### config.mk
export PLATFORM = sky130hd
export DESIGN_NAME = multiphase_sine_dds_flat
export DESIGN_NICKNAME = d
export VERILOG_FILES = /design/src/rtl/multiphase_sine_dds_if.sv /design/src/rtl/multiphase_sine_dds.sv /design/src/flat_wrapper.sv
export SDC_FILE = /design/constraint.sdc
export NUM_CORES = 1
export LEC_CHECK = 0
export CORE_MARGIN = 2
export CORE_UTILIZATION = 40
export CTS_CLUSTER_DIAMETER = 200
export DETAILED_ROUTE_END_ITERATION = 8
export SLEW_MARGIN = 20
export SYNTH_ARGS = -nofsm -noshare
export SYNTH_HDL_FRONTEND = slang
export SYNTH_SLANG_ARGS = --single-unit
export TNS_END_PERCENT = 50
### constraint.sdc
create_clock -name clk -period 6.5 [get_ports clk]
set_input_delay 1.625 -clock clk [delete_from_list [all_inputs] [get_ports clk]]
set_output_delay 1.625 -clock clk [all_outputs]
set_load 0.005 [all_outputs]
### src/rtl/multiphase_sine_dds_if.sv
// Configuration channel of the multiphase sine DDS: a new tuning word and
// amplitude offered to the generator.
interface multiphase_sine_dds_if #(
    parameter int ACC_W = 16,
    parameter int AMP_W = 8
);
    // A transfer happens on a rising clk edge where cfg_valid and cfg_ready are
    // both 1. The master holds cfg_ftw/cfg_amp stable while cfg_valid is 1, and
    // cfg_ready never depends on cfg_valid.
    logic             cfg_valid;
    logic             cfg_ready;
    logic [ACC_W-1:0] cfg_ftw;
    logic [AMP_W-1:0] cfg_amp;

    modport master (output cfg_valid, output cfg_ftw, output cfg_amp, input cfg_ready);
    modport slave  (input cfg_valid, input cfg_ftw, input cfg_amp, output cfg_ready);
endinterface

### src/rtl/multiphase_sine_dds.sv
// N_CH-phase sine generator: one phase accumulator, channels offset by 1/N_CH
// of a turn, full-wave sine ROM, amplitude scaling, two-stage output pipeline.
module multiphase_sine_dds #(
    parameter int N_CH   = 3,
    parameter int OUT_W  = 8,
    parameter int ACC_W  = 16,
    parameter int LUT_AW = 8,
    parameter int AMP_W  = 8
) (
    input  logic                   clk,
    input  logic                   rst_n,
    input  logic                   en,
    multiphase_sine_dds_if.slave   cfg,
    output logic [N_CH*OUT_W-1:0]  out_data,
    output logic                   out_valid,
    output logic                   sync,
    output logic [1:0]             dbg_state
);
    localparam int LUT_N = 1 << LUT_AW;
    localparam int PW    = OUT_W + AMP_W + 2;
    localparam logic [OUT_W-1:0] MID = OUT_W'(1) << (OUT_W - 1);
    localparam longint unsigned PHASE_STEP = (64'd1 << ACC_W) / N_CH;
    localparam real PI = 3.14159265358979323846;

    // dbg_state encoding: 0 = STOP, 1 = RUN, 2 = PEND
    typedef enum logic [1:0] {
        ST_STOP = 2'd0,
        ST_RUN  = 2'd1,
        ST_PEND = 2'd2
    } state_t;

    function automatic logic [OUT_W-1:0] lut_entry(input int k);
        real r;
        r = (2.0 ** (OUT_W - 1) - 1.0) * $sin(2.0 * PI * k / LUT_N);
        return OUT_W'(int'(r) + int'(MID));
    endfunction

    logic [OUT_W-1:0] lut_rom [LUT_N];
    for (genvar k = 0; k < LUT_N; k++) begin : g_rom
        assign lut_rom[k] = lut_entry(k);
    end

    state_t             state_q, state_d;
    logic [ACC_W-1:0]   acc_q, acc_d;
    logic [ACC_W-1:0]   ftw_q, ftw_d;
    logic [ACC_W-1:0]   sh_ftw_q, sh_ftw_d;
    logic [AMP_W-1:0]   amp_q, amp_d;
    logic [AMP_W-1:0]   sh_amp_q, sh_amp_d;
    logic               sync0_q, sync0_d;
    logic [ACC_W:0]     acc_sum;
    logic               cfg_fire;

    logic [OUT_W-1:0]   lut1_q [N_CH];
    logic [OUT_W-1:0]   lut1_d [N_CH];
    logic [AMP_W-1:0]   amp1_q, amp1_d;
    logic               valid1_q, valid1_d, sync1_q, sync1_d;
    logic signed [PW-1:0] prod [N_CH];
    logic [N_CH*OUT_W-1:0] data2_q, data2_d;
    logic               valid2_q, valid2_d, sync2_q, sync2_d;

    assign cfg.cfg_ready = (state_q != ST_PEND);
    assign cfg_fire      = cfg.cfg_valid && (state_q != ST_PEND);
    assign acc_sum       = {1'b0, acc_q} + {1'b0, ftw_q};

    // sync0 marks the stage-0 sample that is first after a wrap or after leaving STOP
    always_comb begin
        state_d  = state_q;
        acc_d    = acc_q;
        ftw_d    = ftw_q;
        amp_d    = amp_q;
        sh_ftw_d = sh_ftw_q;
        sh_amp_d = sh_amp_q;
        sync0_d  = 1'b0;
        case (state_q)
            ST_STOP: begin
                acc_d = '0;
                if (cfg_fire) begin
                    ftw_d = cfg.cfg_ftw;
                    amp_d = cfg.cfg_amp;
                end
                if (en) begin
                    state_d = ST_RUN;
                    sync0_d = 1'b1;
                end
            end
            ST_RUN: begin
                if (!en) begin
                    state_d = ST_STOP;
                    acc_d   = '0;
                    if (cfg_fire) begin
                        ftw_d = cfg.cfg_ftw;
                        amp_d = cfg.cfg_amp;
                    end
                end else begin
                    acc_d   = acc_sum[ACC_W-1:0];
                    sync0_d = acc_sum[ACC_W];
                    if (cfg_fire) begin
                        sh_ftw_d = cfg.cfg_ftw;
                        sh_amp_d = cfg.cfg_amp;
                        state_d  = ST_PEND;
                    end
                end
            end
            ST_PEND: begin
                if (!en) begin
                    state_d = ST_STOP;
                    acc_d   = '0;
                    ftw_d   = sh_ftw_q;
                    amp_d   = sh_amp_q;
                end else begin
                    acc_d   = acc_sum[ACC_W-1:0];
                    sync0_d = acc_sum[ACC_W];
                    if (acc_sum[ACC_W]) begin
                        ftw_d   = sh_ftw_q;
                        amp_d   = sh_amp_q;
                        state_d = ST_RUN;
                    end
                end
            end
            default: begin
                state_d = ST_STOP;
                acc_d   = '0;
            end
        endcase
    end

    // Stage 1: ROM read per channel; the amplitude travels with its sample
    always_comb begin
        for (int i = 0; i < N_CH; i++) begin
            lut1_d[i] = lut_rom[LUT_AW'((acc_q + ACC_W'(PHASE_STEP * i)) >> (ACC_W - LUT_AW))];
        end
        amp1_d   = amp_q;
        valid1_d = (state_q != ST_STOP);
        sync1_d  = sync0_q;
    end

    // Stage 2: y = mid + floor((lut - mid) * amp / 2^AMP_W), mid while invalid
    always_comb begin
        data2_d = '0;
        for (int i = 0; i < N_CH; i++) begin
            prod[i] = (PW'($signed({1'b0, lut1_q[i]})) - PW'($signed({1'b0, MID})))
                      * PW'($signed({1'b0, amp1_q}));
            data2_d[i*OUT_W +: OUT_W] = valid1_q ? MID + OUT_W'(prod[i] >>> AMP_W) : MID;
        end
        valid2_d = valid1_q;
        sync2_d  = sync1_q;
    end

    always_ff @(posedge clk or negedge rst_n) begin
        if (!rst_n) begin
            state_q  <= ST_STOP;
            acc_q    <= '0;
            ftw_q    <= '0;
            amp_q    <= '1;
            sh_ftw_q <= '0;
            sh_amp_q <= '0;
            sync0_q  <= 1'b0;
            for (int i = 0; i < N_CH; i++) lut1_q[i] <= MID;
            amp1_q   <= '1;
            valid1_q <= 1'b0;
            sync1_q  <= 1'b0;
            data2_q  <= {N_CH{MID}};
            valid2_q <= 1'b0;
            sync2_q  <= 1'b0;
        end else begin
            state_q  <= state_d;
            acc_q    <= acc_d;
            ftw_q    <= ftw_d;
            amp_q    <= amp_d;
            sh_ftw_q <= sh_ftw_d;
            sh_amp_q <= sh_amp_d;
            sync0_q  <= sync0_d;
            for (int i = 0; i < N_CH; i++) lut1_q[i] <= lut1_d[i];
            amp1_q   <= amp1_d;
            valid1_q <= valid1_d;
            sync1_q  <= sync1_d;
            data2_q  <= data2_d;
            valid2_q <= valid2_d;
            sync2_q  <= sync2_d;
        end
    end

    assign out_data  = data2_q;
    assign out_valid = valid2_q;
    assign sync      = sync2_q;
    assign dbg_state = state_q;
endmodule

### src/flat_wrapper.sv
// flat-port wrapper written by rule: the top's interface ports become plain ports
module multiphase_sine_dds_flat 
#(
    parameter int N_CH   = 3,
    parameter int OUT_W  = 8,
    parameter int ACC_W  = 16,
    parameter int LUT_AW = 8,
    parameter int AMP_W  = 8
)
  (clk, rst_n, en, out_data, out_valid, sync, dbg_state, cfg_cfg_valid, cfg_cfg_ftw, cfg_cfg_amp, cfg_cfg_ready);
  multiphase_sine_dds_if #(.ACC_W(ACC_W), .AMP_W(AMP_W)) cfg_i ();
  input  logic clk;
  input  logic rst_n;
  input  logic en;
  output logic [N_CH*OUT_W-1:0] out_data;
  output logic out_valid;
  output logic sync;
  output logic [1:0] dbg_state;
  input wire logic [$bits(cfg_i.cfg_valid)-1:0] cfg_cfg_valid;
  input wire logic [$bits(cfg_i.cfg_ftw)-1:0] cfg_cfg_ftw;
  input wire logic [$bits(cfg_i.cfg_amp)-1:0] cfg_cfg_amp;
  output wire logic [$bits(cfg_i.cfg_ready)-1:0] cfg_cfg_ready;
  assign cfg_i.cfg_valid = cfg_cfg_valid;
  assign cfg_i.cfg_ftw = cfg_cfg_ftw;
  assign cfg_i.cfg_amp = cfg_cfg_amp;
  assign cfg_cfg_ready = cfg_i.cfg_ready;
  multiphase_sine_dds #(.N_CH(N_CH), .OUT_W(OUT_W), .ACC_W(ACC_W), .LUT_AW(LUT_AW), .AMP_W(AMP_W)) u_core (.clk(clk), .rst_n(rst_n), .en(en), .cfg(cfg_i), .out_data(out_data), .out_valid(out_valid), .sync(sync), .dbg_state(dbg_state));
endmodule
* Word level (Yosys, flattened, before mapping)
Memory sizes are Yosys's and may differ from the RTL's. A register that Yosys moved wholly into a read port is not among the register bits.
Cells that the tools add are included.
** Word-level totals
- Memories :: 3
- Output and inout bits :: 29
- Bits of input ports :: 28
- Bits in read-only memories :: 6144
- Bits in registers :: 103
- Logic and storage cells :: 73
** Memories
- (no name shown) :: depth 256, bits a word 8, rd ports 1, clocked after Yosys merged registers in 1, write ports 0, RTL line multiphase_sine_dds.sv:130 : lut1_d[i] = lut_rom[LUT_AW'((acc_q + ACC_W'(PHASE_STEP * i)) >> (ACC_W - LUT_AW))];
- (no name shown) :: depth 256, bits a word 8, rd ports 1, clocked after Yosys merged registers in 1, write ports 0, RTL line multiphase_sine_dds.sv:130
- (no name shown) :: depth 256, bits a word 8, rd ports 1, clocked after Yosys merged registers in 1, write ports 0, RTL line multiphase_sine_dds.sv:130
** Cells by class
- Equality and inequality tests :: 7
- $add $sub $neg :: 9
- Reductions and logical operators :: 11
- $mul :: 3
- Multiplexer cells :: 24
- Bitwise operators :: 3
** Operators with widths (count)
- $mux 16 :: 6
- $mux 8 :: 7
- $mul 18x9->16 :: 3
- $pmux 16 s3 :: 1
- $not 8->9 :: 3
- $sub 8x8->9 const B :: 3
- $add 8x8->8 const A :: 3
- $pmux 8 s3 :: 1
- $add 16x16->17 :: 1
- $add 16x15->16 const B :: 1
- $add 16x16->16 const B :: 1
- $mux 2 :: 5
- $reduce_and 3->1 :: 3
- $ne 2x2->1 const B :: 3
- $ne 3x2->1 const B :: 2
- $pmux 2 s3 :: 1
- $logic_not 1->1 :: 3
- $reduce_bool 3->1 :: 1
- $eq 2x1->1 const B :: 1
- $eq 2x2->1 const B :: 1
- $logic_not 2->1 :: 1
- $mux 1 :: 2
- $pmux 1 s2 :: 1
- $reduce_bool 2->1 :: 1
- 2 further kinds :: 2

* Longest topological paths before layout
- Depth in word-level cells :: 5
- Depth in mapped cells :: 19
- Gate-level depth less buffers :: 17

* Least setup slack after synthesis
Ideal clock, no wire load.
- Path kind :: register -> register
- Start point :: reg u_core.amp1_q[1]
- End point :: reg u_core.data2_q[14] (netlist: u_core.out_data[14])
- Path slack :: 1.776 ns
- Library setup time :: 0.132 ns
- Data arrival time :: 4.592 ns
- Path buffers :: 2
- Clock period less this slack :: 4.724 ns
- Data required time :: 6.368 ns
- Stages on the path, launching flop included :: 19
- Cell sequence :: dfstp_2 clkbuf_1 clkbuf_1 nand2_1 fa_1 inv_1 fa_1 ha_1 inv_1 fa_1 inv_1 ha_1 a41o_1 a21o_1 a21oi_1 o211ai_1 a31oi_1 xor2_1 nor2_1
** On the way
- Cells in the longest elaborated chain, start to end :: 3
** RTL lines
- start, declared :: RTL line multiphase_sine_dds.sv:55 : logic [AMP_W-1:0] amp1_q, amp1_d;
- start signal, assigned :: RTL line multiphase_sine_dds.sv:174 : amp1_q <= amp1_d;
- $mul 18x9->16 :: RTL line multiphase_sine_dds.sv:142 : * PW'($signed({1'b0, amp1_q}));
- $add 8x8->8 :: RTL line multiphase_sine_dds.sv:143 : data2_d[i*OUT_W +: OUT_W] = valid1_q ? MID + OUT_W'(prod[i] >>> AMP_W) : MID;
- $mux 8 :: RTL line multiphase_sine_dds.sv:143
- named net u_core.data2_d[14] :: RTL line multiphase_sine_dds.sv:58 : logic [N_CH*OUT_W-1:0] data2_q, data2_d;
- end signal, assigned :: RTL line multiphase_sine_dds.sv:162 : data2_q <= {N_CH{MID}};
- end signal, assigned :: RTL line multiphase_sine_dds.sv:177 : data2_q <= data2_d;
- end, declared :: RTL line multiphase_sine_dds.sv:58
The timed path passes the listed nets, and every way through them passes these cells.
A chain may end at the register's enable or synchronous reset.

* Worst setup path after layout
- Start point :: reg u_core.acc_q[9]
- End point :: reg u_core.lut1_q[10] (netlist name)
** On the way
- Cells in the longest elaborated chain, start to end :: 2
** RTL lines
- start, declared :: RTL line multiphase_sine_dds.sv:44 : logic [ACC_W-1:0] acc_q, acc_d;
- start signal, assigned :: RTL line multiphase_sine_dds.sv:152 : acc_q <= '0;
- start signal, assigned :: RTL line multiphase_sine_dds.sv:167 : acc_q <= acc_d;
- $add 16x15->16 :: RTL line multiphase_sine_dds.sv:130
- $not 8->9 (implied by the code) :: RTL line multiphase_sine_dds.sv:130
- end, declared :: RTL line multiphase_sine_dds.sv:53 : logic [OUT_W-1:0] lut1_q [N_CH];
No other way between the ends.

==> results.json <==
{
  "worstSkewPairLatency_ps": 450,
  "grt_util_met2": 0.362,
  "required_ps": 6790,
  "use_met1": 0.319,
  "crit_family": "compound AO/OA/AOI/OAI gates",
  "io_pins": 57,
  "routedWlPerCell_um": 19.5,
  "tns_ps": 0,
  "crit_path_max_incr_delay_ps": 700,
  "clkTransAtPathRegs_ps": 60,
  "drv_cap": 0,
  "drt_iter0_markers": 2045,
  "portBuffers": 56,
  "postCtsSetupBuffers": 0,
  "finalHoldViolCount": 0,
  "die-area_mm2": 0.0493,
  "ant_nets": 0,
  "cts-root-buf": "clkbuf_16",
  "top_usage_layer": "met2",
  "cp_max_fo": 48,
  "crit_type": "flip-flop to flip-flop",
  "cts-htree-levels": 4,
  "yosysWarnings": 0,
  "rsz0062_at_grt": "false",
  "grt.overflow.total": 0,
  "cp.buffers_inverters": 2,
  "dr_total_vias": 17301,
  "arrival_ps": 5160,
  "drc": 0,
  "fp.dieH_um": 222,
  "hold_path.class": "flip-flop to flip-flop",
  "layout_common_cells": "262 x inv_1, 158 x nand2_1, 154 x fa_1",
  "setup_viol": 0,
  "fmax_mhz": 205,
  "core_region_area_mm2": 0.0468,
  "n_antenna_cell": 0,
  "endpoint_kind": "flip-flop",
  "hpwl_um": 40300,
  "cts_tree": "done",
  "fp.dieW_um": 222,
  "num_rows": 79,
  "antenna_found_initial": 0,
  "use_met3": 0.0380,
  "drive_gt1_frac": 0.0914,
  "setup_slack_ps": 1630,
  "ys_seq_area_frac": 0.169,
  "fin_nets": 2570,
  "syn_inst": 2302,
  "synth_mux_area_frac": 0.0525,
  "drtPass1Iterations": 6,
  "drv_slew": 0,
  "worst_pin_slew_ps": 1190,
  "fin_crit_sh": 0.749,
  "finalWeightedCongestion": 0.942,
  "yosys.area_share.simple": 0.187,
  "status": "complete, no violations",
  "synthAdderAreaFrac": 0.252,
  "cts.sinks": 127,
  "synth_xor_area_frac": 0.0261,
  "synth_area_mm2": 0.0190,
  "yosys_register_bits": 127,
  "synthArstFlopShare": 1.00,
  "cts_resized": 0,
  "synth_compound_area_frac": 0.223,
  "finalClockSkew_ps": 10.0,
  "placed_area_mm2": 0.0199,
  "relSlewSlack": 0.203,
  "grt_max_degree": 90,
  "cts_buffers": 17,
  "path_cells": "buf_4 -> ha_1 -> nor2b_1 -> a2111o_1 -> nor3_4 -> inv_2 -> a21oi_2 -> o311ai_0 -> o32ai_1 -> nor4_1 -> a22oi_2",
  "synth_enable_flop_cells": 0,
  "syn_nets": 2621,
  "synth_cell_type_count": 96,
  "grt_pass1_wl_um": 92200,
  "area.growth.synth_to_final_pct": 7.82,
  "cts-hold-fix-buffers": 0,
  "grt_pass1_vias": 17239,
  "crit_path_top_delay_cell": "dfrtp_1",
  "finalCriticalPeriod_ps": 4870,
  "final_area_mm2": 0.0205,
  "final_common_cell": "inv_1",
  "synth_top_family_by_area": "adder cells",
  "wl_um": 56100,
  "synth_area_per_cell_um2": 8.26,
  "via_per_inst": 6.03,
  "clock_path_buffers": 2,
  "start_util": 0.407,
  "crit_path_start_kind": "flip-flop",
  "ys.flop_type": "dfrtp_1",
  "grt_usage": 0.229,
  "place_ws_ps": 1650
}
==> synthesized netlist by cell type, types with 19 or more instances <==
master | instances | area share
a211oi_1 | 49 | 0.019
a21oi_1 | 129 | 0.034
a31oi_1 | 31 | 0.010
and2_1 | 116 | 0.038
and3_1 | 20 | 0.0066
buf_1 | 19 | 0.0038
buf_2 | 55 | 0.014
clkbuf_1 | 79 | 0.016
dfrtp_1 | 105 | 0.14
dfstp_2 | 22 | 0.030
fa_1 | 154 | 0.16
ha_1 | 137 | 0.090
inv_1 | 262 | 0.052
mux2_2 | 74 | 0.044
nand2_1 | 158 | 0.031
nand2b_1 | 32 | 0.011
nand3_1 | 56 | 0.015
nand4_1 | 22 | 0.0072
nor2_1 | 143 | 0.028
nor3_1 | 62 | 0.016
nor4_1 | 19 | 0.0063
o211ai_1 | 34 | 0.013
o21ai_0 | 111 | 0.029
o22ai_1 | 22 | 0.0072
xnor2_1 | 35 | 0.016
==> logic make-up after synthesis <==
family,count (synthesis)
compound gates,614
xor+xnor,55
fa+ha+maj,291
buf+inv,431
flops,127
mux,88
simple gates,696
==> worst reg2reg max path: stages (launching register included) <==
cell and delay (ps):
dfrtp_1 700, buf_4 310, ha_1 630, nor2b_1 460, a2111o_1 250, nor3_4 50
inv_2 630, a21oi_2 310, o311ai_0 630, o32ai_1 180, nor4_1 400, a22oi_2 170
==> state kept, by name, indices dropped and copies added, names as in the netlist <==
register	cells
u_core.acc_q	16
u_core.amp1_d	8
u_core.amp1_q	8
u_core.dbg_state	2
u_core.ftw_q	16
u_core.lut1_q	24
u_core.out_data	24
u_core.out_valid	1
u_core.sh_amp_q	8
u_core.sh_ftw_q	16
u_core.sync	1
u_core.sync0_q	1
u_core.sync1_q	1
u_core.valid1_q	1
==> final timing paths <==
kind / end / slack [ps] / depth (start not counted) / from
worst max-delay path: u_core.lut1_q[10] / 1630 / 11 / u_core.acc_q[9]
worst min-delay path: u_core.sync / 350 / 0 / u_core.sync1_q
worst max register to register: u_core.lut1_q[10] / 1630 / 11 / u_core.acc_q[9]
worst min register to register: u_core.sync / 350 / 0 / u_core.sync1_q
max in group asynchronous: u_core.acc_q[12] / 4200 / 2 / rst_n
min in group asynchronous: u_core.out_valid / 1250 / 1 / rst_n
==> stage by stage <==
| step | utilization | hold WS [ps] | std cells |
|---|---|---|---|
| finish | 0.439 | 351 | 2871 |
| global route | 0.439 | 373 | 2871 |
| floorplan | - | 331 | 2302 |
| CTS | 0.439 | 350 | 2871 |
| global placement | 0.426 | 335 | 2839 |
| detailed placement | 0.426 | 337 | 2839 |
==> area by class of cell <==
cell class / instances / area (um2)
clock inverter: 14 / 158
fill: 4622 / 26300
tap: 607 / 759
timing repair buffer: 91 / 825
clock buffer: 18 / 439
multi-input combinational: 1744 / 14100
inverter: 270 / 1010
sequential: 127 / 3210
==> routing by layer <==
metal  wire [um]  vias to the layer above
met5           0                        -
met4        1200                        0
met3        3860                      105
met2       25700                      725
met1       25300                     8440
li1            -                     8031
Power is not shown: default switching activity piles up to over one toggle a cycle in this logic, so the estimate is an artifact.
==> edit 1: new RTL, same settings <==
`OUT_W` is set to 8 in 2 places; all go to 7.
--- a/src/rtl/multiphase_sine_dds.sv
+++ b/src/rtl/multiphase_sine_dds.sv
@@ -3,5 +3,5 @@
 module multiphase_sine_dds #(
     parameter int N_CH   = 3,
-    parameter int OUT_W  = 8,
+    parameter int OUT_W  = 7,
     parameter int ACC_W  = 16,
     parameter int LUT_AW = 8,
--- a/src/flat_wrapper.sv
+++ b/src/flat_wrapper.sv
@@ -3,5 +3,5 @@
 #(
     parameter int N_CH   = 3,
-    parameter int OUT_W  = 8,
+    parameter int OUT_W  = 7,
     parameter int ACC_W  = 16,
     parameter int LUT_AW = 8,
Interface: changed (resized out_data); port bits go from 57 to 54. No check against the original RTL was run, so the function may have changed too.
==> edit 1 against the unedited design <==
Clock skew fell by 0.0011 ns. Final cell count fell by 17%. Count of clock-buffer cells in the layout rose by 3. Sequential cell count fell by 6. Critical path depth rose by 4. Largest cell class unchanged. Area after synthesis fell by 18%. First-iteration DRC count fell by 34%. Wire length fell by 28%. Worst setup slack improved by 0.16 ns. Cell area fell by 17%. Hold slack got worse by 0.0037 ns. Global-route usage fell by 2.8 points.
Power is left out: the tool's default activity adds up to more than one toggle a clock period on the data nets, which glitch-free logic cannot reach.
==> edit 1: results (changes against the unedited design) <==
status: "completed"
use_met3: 0.02515  # -0.01288
dp.cells: 2353  # -17%
crit_fanout: 24  # -50%
synthTopCellsByCount: "175 x nor2_1, 170 x inv_1, 148 x ha_1"
drive_gt1_frac: 0.08195  # -0.009481
wl_per_cell_um: 16.85  # -14%
post-place-ws_ns: 1.784  # +0.1384 ns
slowest_delay_ns: 0.80  # +0.10 ns
gp_congestion: 0.8935  # -5.1%
critical-path-top-delay-family: "adder cells"
grtUsageTotal: 0.2006  # -0.02836
fin_worst_skew_ns: 0.008980  # -0.001059 ns
clock-root-buffer: "clkbuf_16"
clkTransAtPathRegs_ns: 0.06  # about the same
cpMaxStageDelayCell: "dfstp_2"
grt_pass1_wl_mm: 68.05  # -26%
cts_resized: 0  # unchanged
dp_hpwl_mm: 28.89  # -28%
final_nets: 2136  # -17%
syn-num-nets: 2174  # -17%
insertedDiodeCount: 0  # unchanged
grt_max_degree: 68  # -24%
io_buffers: 53  # -5.4%
worstSkewPairLatency_ns: 0.43  # -0.02 ns
synth_async_sr_flop_share: 1.000  # unchanged
routed-via-count: 13445  # -22%
synth.distinct_cells: 82  # -15%
h-tree-depth: 4  # unchanged
grt.met2_usage: 0.3360  # -0.02599
first_global_vias: 13253  # -23%
antenna_found_initial: 0  # unchanged
synthCells: 1892  # -18%
post_cts_buffers: 0  # unchanged
yosysSeqAreaShare: 0.1950  # +0.02640
yosys-top-cells-area: "dfrtp_1 16%, fa_1 14%, ha_1 12%, and2_1 4.7%, nor2_1 4.2%"
slew-limit-headroom: 0.3444  # +0.1418
yosysWarnings: 0  # unchanged
wirelength_mm: 40.18  # -28%
clockBufferDepth: 2  # unchanged
drt-initial-drc-count: 1356  # -34%
drtPass1Iterations: 5  # -1
cts_buffers: 17  # unchanged
hold_class: "reg2reg"
met1_usage: 0.2715  # -0.04769
-- edit 1: changes by cell type after synthesis, sizes merged, moves of 20 or more --
| cell | unedited run | this run |
|---|---|---|
| inv | 265 | 173 |
| nand4 | 22 | 2 |
| buf | 82 | 54 |
| nand3 | 58 | 35 |
| fa | 154 | 106 |
| mux2 | 74 | 24 |
| nor2 | 144 | 175 |
| nand2 | 158 | 128 |
-- edit 1: layout make-up --
cell class	count	area [sq um]
clock buffer	21	450.4
clock inverter	11	148.9
fill	3722	21560
inverter	174	653.1
multi-input combinational	1461	11400
sequential	121	3058
tap	518	648.1
timing repair buffer	79	726.9
-- edit 1: cells by family (layout without fill, tap and decap cells) --
group           Yosys count  count (layout)  share of synthesized area
simple gates            616             616                     0.1927
compound gates          471             471                     0.2043
flops                   121             121                     0.1950
buf+inv                 310             285                    0.08064
mux                      55              55                    0.03705
fa+ha+maj               254             254                     0.2536
xor+xnor                 65              65                    0.03681
-- edit 1: metal layers --
layer / up-vias / wire length, um
met2: 421 / 19400
li1: 6475 / -
met5: - / 0
met4: 0 / 658
met3: 48 / 1863
met1: 6501 / 18260
-- edit 1: metrics by stage --
step	area, sq um	hold slack [ns]
floorplan	15670	0.3312
global placement	16490	0.3336
detailed placement	16490	0.3372
CTS	17090	0.3504
global route	17090	0.3652
finish	17090	0.3473
-- edit 1: worst paths after layout --
kind | startpoint | endpoint | slack [ns] | depth (start not counted)
max reg2reg | u_core.amp1_q[4] | u_core.out_data[6] | 1.79 | 15
max | u_core.amp1_q[4] | u_core.out_data[6] | 1.79 | 15
max in group asynchronous | rst_n | u_core.acc_q[12] | 4.12 | 2
min | u_core.sync1_q | u_core.sync | 0.35 | 0
min reg2reg | u_core.sync1_q | u_core.sync | 0.35 | 0
min in group asynchronous | rst_n | u_core.ftw_q[7] | 1.21 | 1
-- edit 1: worst register-to-register path, cell delays in order, from the launching register on --
cell	delay, ns
dfstp_2	0.80
nand2_1	0.16
fa_1	0.52
fa_1	0.55
inv_1	0.06
fa_1	0.52
inv_1	0.05
fa_1	0.53
inv_1	0.04
ha_1	0.28
a21oi_1	0.30
o21a_1	0.25
o211ai_1	0.15
a21oi_1	0.20
xnor2_1	0.14
nand2_1	0.07
==> edit 2: new RTL, config.mk and constraints unchanged <==
Without the edit above. Put one more register stage on the output `dbg_state`. The value now appears one clock later. The other outputs are not delayed to match.
--- a/src/rtl/multiphase_sine_dds.sv
+++ b/src/rtl/multiphase_sine_dds.sv
@@ -184,5 +184,7 @@
     assign out_valid = valid2_q;
     assign sync      = sync2_q;
-    assign dbg_state = state_q;
+    always_ff @(posedge clk) begin
+        dbg_state <= state_q;
+    end
 endmodule
 
Check against the original RTL: not equivalent (Yosys sat finds a counterexample within 4 cycles, from zero or initial values and one cycle with rst_n low).
==> edit 2 against the unedited design <==
Cell area hardly changed. Area after synthesis is 0.21% higher. Critical path depth is 3 higher. Synthesized cell count hardly changed. Wire length is 1.6% lower. Sequential cell count is 2 higher. Hold slack better by 0.0014 ns. Worst setup slack worse by 0.15 ns. Critical path type unchanged. Largest cell class unchanged.
Power is not shown: default switching activity piles up to over one toggle a cycle in this logic, so the estimate is an artifact.
==> edit 2: results (changes against the unedited design) <==
drive_gt1_frac: 0.08974  # -0.001688
dp.cells: 2837  # -0.070%
synthCells: 2304  # +0.087%
grt_pass1_wl_mm: 90.87  # -1.5%
synthTopCellsByCount: "262 x inv_1, 158 x nand2_1, 154 x fa_1"
cts_resized: 0  # unchanged
gp_congestion: 0.9376  # -0.46%
drtPass1Iterations: 6  # unchanged
grt_max_degree: 91  # +1.1%
status: "completed"
routed-via-count: 17465  # +0.95%
grtUsageTotal: 0.2241  # -0.004835
hold_class: "reg2reg"
fin_worst_skew_ns: 0.01348  # +0.003438 ns
first_global_vias: 17221  # -0.10%
post-place-ws_ns: 1.621  # -0.02453 ns
yosys-top-cells-area: "fa_1 16%, dfrtp_1 14%, ha_1 9.0%, inv_1 5.2%, mux2_2 4.4%"
clock-root-buffer: "clkbuf_16"
post_cts_buffers: 0  # unchanged
h-tree-depth: 4  # unchanged
crit_arrival_ns: 5.32  # +0.16 ns
synth_edf_count: 0  # unchanged
crit_fanout: 45  # -6.3%
synthAdderAreaFrac: 0.2517  # -0.0005300
drt-initial-drc-count: 1897  # -7.2%
placed_cell_area_sq_um: 19920  # about the same
synth_compound_area_frac: 0.2226  # -0.0004687
nFillCells: 4643  # +0.45%
dp_hpwl_mm: 40.10  # -0.44%
worstHoldPathCells: 0  # unchanged
synth.distinct_cells: 97  # +1.0%
ys.flop_type: "dfrtp_1"
cts_buffers: 17  # unchanged
synth_async_sr_flop_share: 0.9845  # -0.01550
antenna_found_initial: 0  # unchanged
clkTransAtPathRegs_ns: 0.06  # about the same
yosysWarnings: 0  # unchanged
synth_xor_area_frac: 0.02607  # -0.00005489
io_buffers: 56  # unchanged
via_per_inst: 6.087  # +1.0%
worstSkewPairLatency_ns: 0.46
synth_mux_area_frac: 0.05240  # -0.0001103
insertedDiodeCount: 0  # unchanged
worstRegToRegCells: 14  # +3
clockBufferDepth: 2  # unchanged
wl_per_cell_um: 19.23  # -1.6%
final_nets: 2568  # -0.078%
tightest_slew_ns: 1.154  # -0.03101 ns
yosysSeqAreaShare: 0.1703  # +0.001747
[edit 2: worst max-delay path, cell delays in order, from the launching register on]
cell,delay (ns)
dfrtp_1,0.60
buf_4,0.31
clkinv_1,0.46
ha_1,0.58
and3_1,0.31
a221oi_4,0.31
xnor2_2,0.17
buf_4,0.43
ha_1,0.28
inv_1,0.08
a211oi_1,0.64
nand2_1,0.18
o31a_1,0.15
o221ai_1,0.19
a31oi_1,0.16
[edit 2: cell families (layout without fill, tap and decap cells)]
logic type	after synthesis	in the layout
XOR/XNOR	55	55
buffers and inverters	431	389
AND/OR/NAND/NOR	696	696
multiplexers	88	88
adder cells (fa/ha/maj)	291	291
AO/OA/AOI/OAI	614	614
flip-flops	129	129
[edit 2: final timing paths]
kind	start	to	slack, ns
min in group asynchronous	rst_n	u_core.out_valid	1.22
hold / removal	u_core.sync0_q	u_core.sync1_q	0.35
max in group asynchronous	rst_n	u_core.lut1_q[15]	4.24
setup reg to reg	u_core.acc_q[9]	u_core.lut1_q[4]	1.48
hold reg to reg	u_core.sync0_q	u_core.sync1_q	0.35
setup / recovery	u_core.acc_q[9]	u_core.lut1_q[4]	1.48
[edit 2: cell type report]
cell class	instances	area (sq um)	area share
clock buffers	17	425.4	0.02077
clock inverters	15	141.4	0.006903
inverters	270	1013	0.04948
multi-input cells	1744	14100	0.6883
flip-flops and latches	129	3249	0.1586
well taps	607	759.5	0.03708
repair buffers	87	794.5	0.03879
[edit 2: routing by layer]
layer | up-vias | global-route usage | wire length [um]
met5 | - | 0 | 0
met2 | 791 | 0.3594 | 25020
met3 | 136 | 0.03994 | 4228
li1 | 8028 | - | -
met4 | 0 | 0.07759 | 1595
met1 | 8510 | 0.3041 | 24330
